--- src/rtl/wb_arb_pkg.sv ---
// Shared types and constants for the writeback-source round-robin arbiter.
package wb_arb_pkg;

    localparam int unsigned N_REQ         = 6;
    localparam int unsigned IDX_W         = 3;
    localparam int unsigned SEL_W         = 3;
    localparam int unsigned BURST_MAX_DEF = 4;
    localparam int unsigned TIMEOUT_DEF   = 15;

    typedef enum logic {
        IDLE = 1'b0,
        BUSY = 1'b1
    } arb_state_e;

    // Mux select per requester: ALU, MEM, IMM, PC+1, IO, SHIFT
    localparam logic [SEL_W-1:0] SEL_CODE [0:N_REQ-1] = '{
        3'b000, 3'b010, 3'b001, 3'b011, 3'b111, 3'b110
    };

    function automatic logic [SEL_W-1:0] sel_of(input logic [IDX_W-1:0] idx);
        logic [SEL_W-1:0] code;
        code = '0;
        for (int i = 0; i < N_REQ; i++) begin
            if (idx == IDX_W'(i)) begin
                code = SEL_CODE[i];
            end
        end
        return code;
    endfunction

    // A counter that only ever reaches max_val-1 needs this many bits.
    function automatic int unsigned cnt_width(input int unsigned max_val);
        return (max_val <= 1) ? 1 : $clog2(max_val);
    endfunction

endpackage

--- src/rtl/rr_pick6.sv ---
// Combinational round-robin picker: first eligible requester after 'last'.
module rr_pick6
    import wb_arb_pkg::*;
(
    input  logic [N_REQ-1:0] req,
    input  logic [IDX_W-1:0] last,
    input  logic [N_REQ-1:0] excl,
    output logic [IDX_W-1:0] idx,
    output logic             found
);

    localparam int unsigned POS_W = IDX_W + 1;

    logic [N_REQ-1:0] elig;
    logic [IDX_W-1:0] start;
    logic [POS_W-1:0] pos;

    // Walk the rotated order start..start+5 (mod 6); first hit wins.
    always_comb begin
        elig  = req & ~excl;
        start = (last >= IDX_W'(N_REQ - 1)) ? '0 : last + IDX_W'(1);
        idx   = '0;
        found = 1'b0;
        pos   = '0;
        for (int k = 0; k < N_REQ; k++) begin
            pos = POS_W'(start) + POS_W'(k);
            if (pos >= POS_W'(N_REQ)) begin
                pos = pos - POS_W'(N_REQ);
            end
            if (!found && elig[pos[IDX_W-1:0]]) begin
                found = 1'b1;
                idx   = pos[IDX_W-1:0];
            end
        end
    end

endmodule

--- src/rtl/wb_src_arbiter.sv ---
// Round-robin arbiter for the six-source writeback mux with burst limit and
// stall-timeout abort.
module wb_src_arbiter
    import wb_arb_pkg::*;
#(
    parameter int unsigned BURST_MAX = BURST_MAX_DEF,
    parameter int unsigned TIMEOUT   = TIMEOUT_DEF
) (
    input  logic             clk,
    input  logic             rst_n,
    input  logic [N_REQ-1:0] req,
    input  logic             ready,
    output logic [N_REQ-1:0] gnt,
    output logic [SEL_W-1:0] sel,
    output logic [IDX_W-1:0] owner,
    output logic             valid,
    output logic             beat,
    output logic             timeout_err
);

    localparam int unsigned BEAT_W  = cnt_width(BURST_MAX);
    localparam int unsigned STALL_W = cnt_width(TIMEOUT);
    localparam logic [BEAT_W-1:0]  BEAT_LAST  = BEAT_W'(BURST_MAX - 1);
    localparam logic [STALL_W-1:0] STALL_LAST = STALL_W'(TIMEOUT - 1);

    arb_state_e         state_q, state_d;
    logic [N_REQ-1:0]   gnt_q, gnt_d;
    logic [SEL_W-1:0]   sel_q, sel_d;
    logic [IDX_W-1:0]   owner_q, owner_d;
    logic [IDX_W-1:0]   last_q, last_d;
    logic               valid_q, valid_d;
    logic               terr_q, terr_d;
    logic [BEAT_W-1:0]  beat_cnt_q, beat_cnt_d;
    logic [STALL_W-1:0] stall_cnt_q, stall_cnt_d;

    logic               beat_c;
    logic               rel_req, rel_beat, rel_tmo;
    logic               release_c, abort_c;
    logic [IDX_W-1:0]   pick_last;
    logic [N_REQ-1:0]   pick_excl;
    logic [IDX_W-1:0]   pick_idx;
    logic               pick_found;

    // Release detection and picker inputs; a timed-out owner sits out one round.
    always_comb begin
        beat_c    = valid_q & ready;
        rel_req   = !req[owner_q];
        rel_beat  = beat_c && (beat_cnt_q == BEAT_LAST);
        rel_tmo   = valid_q && !ready && (stall_cnt_q == STALL_LAST);
        release_c = (state_q == BUSY) && (rel_req || rel_beat || rel_tmo);
        abort_c   = (state_q == BUSY) && rel_tmo && !rel_beat;
        pick_last = (state_q == BUSY) ? owner_q : last_q;
        pick_excl = abort_c ? (N_REQ'(1) << owner_q) : '0;
    end

    rr_pick6 u_pick (
        .req   (req),
        .last  (pick_last),
        .excl  (pick_excl),
        .idx   (pick_idx),
        .found (pick_found)
    );

    // Next-state: grant on the same edge as release so grants run back to back.
    always_comb begin
        state_d     = state_q;
        gnt_d       = gnt_q;
        sel_d       = sel_q;
        owner_d     = owner_q;
        last_d      = last_q;
        valid_d     = valid_q;
        terr_d      = 1'b0;
        beat_cnt_d  = beat_cnt_q;
        stall_cnt_d = stall_cnt_q;

        case (state_q)
            IDLE: begin
                if (pick_found) begin
                    state_d = BUSY;
                    gnt_d   = N_REQ'(1) << pick_idx;
                    sel_d   = sel_of(pick_idx);
                    owner_d = pick_idx;
                    valid_d = 1'b1;
                end
            end
            BUSY: begin
                if (release_c) begin
                    last_d      = owner_q;
                    beat_cnt_d  = '0;
                    stall_cnt_d = '0;
                    terr_d      = abort_c;
                    if (pick_found) begin
                        gnt_d   = N_REQ'(1) << pick_idx;
                        sel_d   = sel_of(pick_idx);
                        owner_d = pick_idx;
                    end else begin
                        state_d = IDLE;
                        gnt_d   = '0;
                        sel_d   = '0;
                        valid_d = 1'b0;
                    end
                end else if (beat_c) begin
                    beat_cnt_d  = beat_cnt_q + BEAT_W'(1);
                    stall_cnt_d = '0;
                end else if (!ready) begin
                    stall_cnt_d = stall_cnt_q + STALL_W'(1);
                end
            end
            default: begin
                state_d = IDLE;
            end
        endcase
    end

    always_ff @(posedge clk or negedge rst_n) begin
        if (!rst_n) begin
            state_q     <= IDLE;
            gnt_q       <= '0;
            sel_q       <= '0;
            owner_q     <= '0;
            last_q      <= IDX_W'(N_REQ - 1);
            valid_q     <= 1'b0;
            terr_q      <= 1'b0;
            beat_cnt_q  <= '0;
            stall_cnt_q <= '0;
        end else begin
            state_q     <= state_d;
            gnt_q       <= gnt_d;
            sel_q       <= sel_d;
            owner_q     <= owner_d;
            last_q      <= last_d;
            valid_q     <= valid_d;
            terr_q      <= terr_d;
            beat_cnt_q  <= beat_cnt_d;
            stall_cnt_q <= stall_cnt_d;
        end
    end

    assign gnt         = gnt_q;
    assign sel         = sel_q;
    assign owner       = owner_q;
    assign valid       = valid_q;
    assign beat        = beat_c;
    assign timeout_err = terr_q;

endmodule

--- config.mk ---
export PLATFORM = sky130hd
export DESIGN_NAME = wb_src_arbiter
export DESIGN_NICKNAME = d
export VERILOG_FILES = /design/src/rtl/wb_arb_pkg.sv /design/src/rtl/rr_pick6.sv /design/src/rtl/wb_src_arbiter.sv
export SDC_FILE = /design/constraint.sdc
export NUM_CORES = 1
export LEC_CHECK = 0
export CORE_UTILIZATION = 40
export CTS_BUF_LIST = sky130_fd_sc_hd__clkbuf_2 sky130_fd_sc_hd__clkbuf_4 sky130_fd_sc_hd__clkbuf_8
export CTS_CLUSTER_DIAMETER = 120
export CTS_CLUSTER_SIZE = 28
export DETAILED_ROUTE_END_ITERATION = 16
export GPL_TIMING_DRIVEN = 0
export PLACE_DENSITY = 0.69
export SLEW_MARGIN = 25
export SYNTH_ARGS = -nofsm -noshare
export SYNTH_HDL_FRONTEND = slang
export SYNTH_SLANG_ARGS = --single-unit
--- constraint.sdc ---
create_clock -name clk -period 15.21 [get_ports clk]
set_input_delay 2.2815 -clock clk [delete_from_list [all_inputs] [get_ports clk]]
set_output_delay 2.2815 -clock clk [all_outputs]
set_load 0.02 [all_outputs]
==> run metrics <==
status completed; Most common cell on crit path clkdlybuf4s50_1; fin nets 325; Achievable Freq 169 MHz; Seq cells post-synth 24; Synthesis Warnings 0; setup TNS 0 ns; most frequent cells in the layout 34 x nand2_1, 22 x dfrtp_1, 22 x clkdlybuf4s50_1; Synth Net Count 297; Post-Route WL 6.09 mm; row count 27; Horiz. Die Dim just under 80 µm; area of the mapped netlist 2370 µm²; worst-margin pin slew 0.653 ns; TritonCTS clock tree built; Mapped Cells 275; final non-filler cell total 374; DPL Wire Length 4.66 mm; Filler cells between 500 and 600; drt pass-1 iters 4; post-synth cell types 74; Rel. slew slack ~56%; Max Clock Skew ~0.0017 ns; Routed WL per cell about 16 µm; initial antenna violation count 0; final core utilization 49.2%; max incr delay on CP 0.59 ns; die span in y 79.0 µm; Main synth FF type dfrtp_1; r2r setup slk 9.53 ns; first-iteration detailed-routing DRC count 159; Final min period 5.93 ns; synthesized area per cell approximately 8.6 µm²; n_diodes 0; Post-route DRC 0; final RePlAce weighted congestion about 0.87; clk root buf clkbuf_8; first-pass GRT wire length ~9.9 mm; delay-heaviest family, CP buffers and inverters; # setup viols final 0; CTS-repair resized insts 0; Buf/Inv on CP 3; min-delay src sel[2]$_DFFE_PN0P_; WHS Endpoint sel[2]$_DFFE_PN0P_; Post-synth EDFFs 0; via count 2193; clk sinks 24; hold violation count in the final report 0; R2R Path Start state_q$_DFF_PN0_; pin count of the biggest net entering global routing 25; vias in the first global route 2047; port buffer count 23; layout cell share with drive strength beyond 1 12.3%; Core Box Area about 5600 µm²; period utilization 39.0%; # Post-CTS Setup Buffers 0; commonest non-fill, non-tap cell in the layout nand2_1; total CTS buffers 3; Reg-to-Reg End sel[0]$_DFFE_PN0P_; Clock Path Buffers 2; critical path type in2out; CTS clock-pin slew for the worst setup and hold paths 0.09 ns; Synth-to-Final Area Change 16.3%; largest fanout on the critical path 6; Seq/Total Area, Yosys 25.4%; global route overflow 0; max-slew violation count 0; Final WS setup 9.28 ns; Worst setup EP type output pin; hold_buf cts 0; drt via density 5.86; Max Cap Violations 0; Hold Path Class reg2reg; Initial Util 42.3%; Final ANT Viol Nets 0; GR Util All Layers 20.1%; die area 6240 µm²; Worst Path Arrival about 3.6 ns; pre-CTS setup slack 9.30 ns; Worst Setup Start Kind primary input; Clock H-tree levels 1; Critical Path Slowest Stage Cell clkdlybuf4s50_1; R2R depth 20; Clock Latency Late Sink 0.27 ns; RSZ-0062 raised after global routing false; Hold Path Depth 2; ys async rst share 100%; # IOs 24; Placed Cells 370; crit-path cells clkdlybuf4s50_1, nand2_1, inv_1, clkdlybuf4s50_1; Worst EP required 12.93 ns
cells in the mapped netlist, types with 2 or more instances:
cell type | instances | area share, %
buf_4 | 2 | 0.63
o31ai_1 | 3 | 0.95
xnor2_1 | 3 | 1.1
dfrtp_1 | 22 | 23
a311oi_1 | 2 | 0.74
mux2i_1 | 14 | 5.9
a221oi_1 | 2 | 0.74
nand2b_1 | 6 | 1.6
a21o_1 | 4 | 1.3
dfstp_2 | 2 | 2.2
inv_1 | 15 | 2.4
nor3_1 | 7 | 1.5
o41ai_1 | 7 | 2.6
clkbuf_1 | 6 | 0.95
nand3b_1 | 5 | 1.6
nand3_1 | 7 | 1.5
mux2_2 | 9 | 4.3
a31oi_1 | 2 | 0.53
and2_1 | 5 | 1.3
ha_1 | 13 | 6.9
o21ai_1 | 3 | 0.63
a32o_1 | 3 | 1.3
a211o_1 | 4 | 1.5
o21ai_0 | 10 | 2.1
o21a_1 | 3 | 0.95
a21oi_1 | 7 | 1.5
nor2_1 | 21 | 3.3
nand4_1 | 3 | 0.79
buf_2 | 2 | 0.42
or3b_2 | 2 | 0.74
nor2b_1 | 2 | 0.53
nand2_1 | 34 | 5.4
o211ai_1 | 4 | 1.3
area by class of cell:
| type | count | area (µm²) | share of cell area [%] |
|---|---|---|---|
| Timing Repair Buffer | 23 | 225 | 8.16 |
| Sequential cell | 24 | 603 | 21.9 |
| Tap cell | 72 | 90.1 | 3.27 |
| Multi-Input combinational cell | 223 | 1650 | 59.7 |
| Inverter | 16 | 60.1 | 2.18 |
| Buffer | 12 | 62.6 | 2.27 |
| Clock inverter | 1 | 30.0 | 1.09 |
| Clock buffer | 3 | 41.3 | 1.50 |
cell families (layout without fill, tap and decap cells):
| group | Yosys count | count (layout) | share of synthesized area, % |
|---|---|---|---|
| fa+ha+maj | 13 | 13 | 6.86 |
| mux | 24 | 24 | 11.1 |
| buf+inv | 28 | 55 | 5.17 |
| simple gates | 103 | 103 | 22.2 |
| compound gates | 80 | 80 | 28.2 |
| xor+xnor | 3 | 3 | 1.11 |
| flops | 24 | 24 | 25.4 |
state kept, by name (all words and copies together), names as in the netlist:
name         cells
beat_cnt_q       2
gnt              6
last_q           3
owner            3
sel              3
stall_cnt_q      4
state_q          1
timeout_err      1
valid            1
worst max-delay path by stage:
stage / start / endpoint / slack [ns] / cells past startpoint
4_1_cts: ready / beat / 9.29 / 4
3_3_place_gp: ready / beat / 9.30 / 4
5_1_grt: state_q$_DFF_PN0_ / sel[0]$_DFFE_PN0P_ / 9.13 / 20
6_report: ready / beat / 9.28 / 4
2_1_floorplan: ready / beat / 10.41 / 2
3_5_place_dp: ready / beat / 9.30 / 4
tightest hold or removal path: cells and delay by family (launching register included):
kind / cells / cell delay (ns)
flops: 1 / 0.36
simple gates: 2 / 0.11
metal layers:
layer  track usage, %  part of all wire (%)
met2             33.0                    46
met5                0                     0
met1             27.3                    47
met4             5.82                   1.5
met3             2.87                   5.0
stage by stage:
stage	instance area, µm²	hold WS, ns
final	2760	0.498
after global routing	2760	0.528
after CTS	2760	0.502
after detailed placement	2690	0.473
after global placement	2690	0.473
after floorplan	2370	0.470
Power is not shown: default switching activity piles up to over one toggle a cycle in this logic, so the estimate is an artifact.
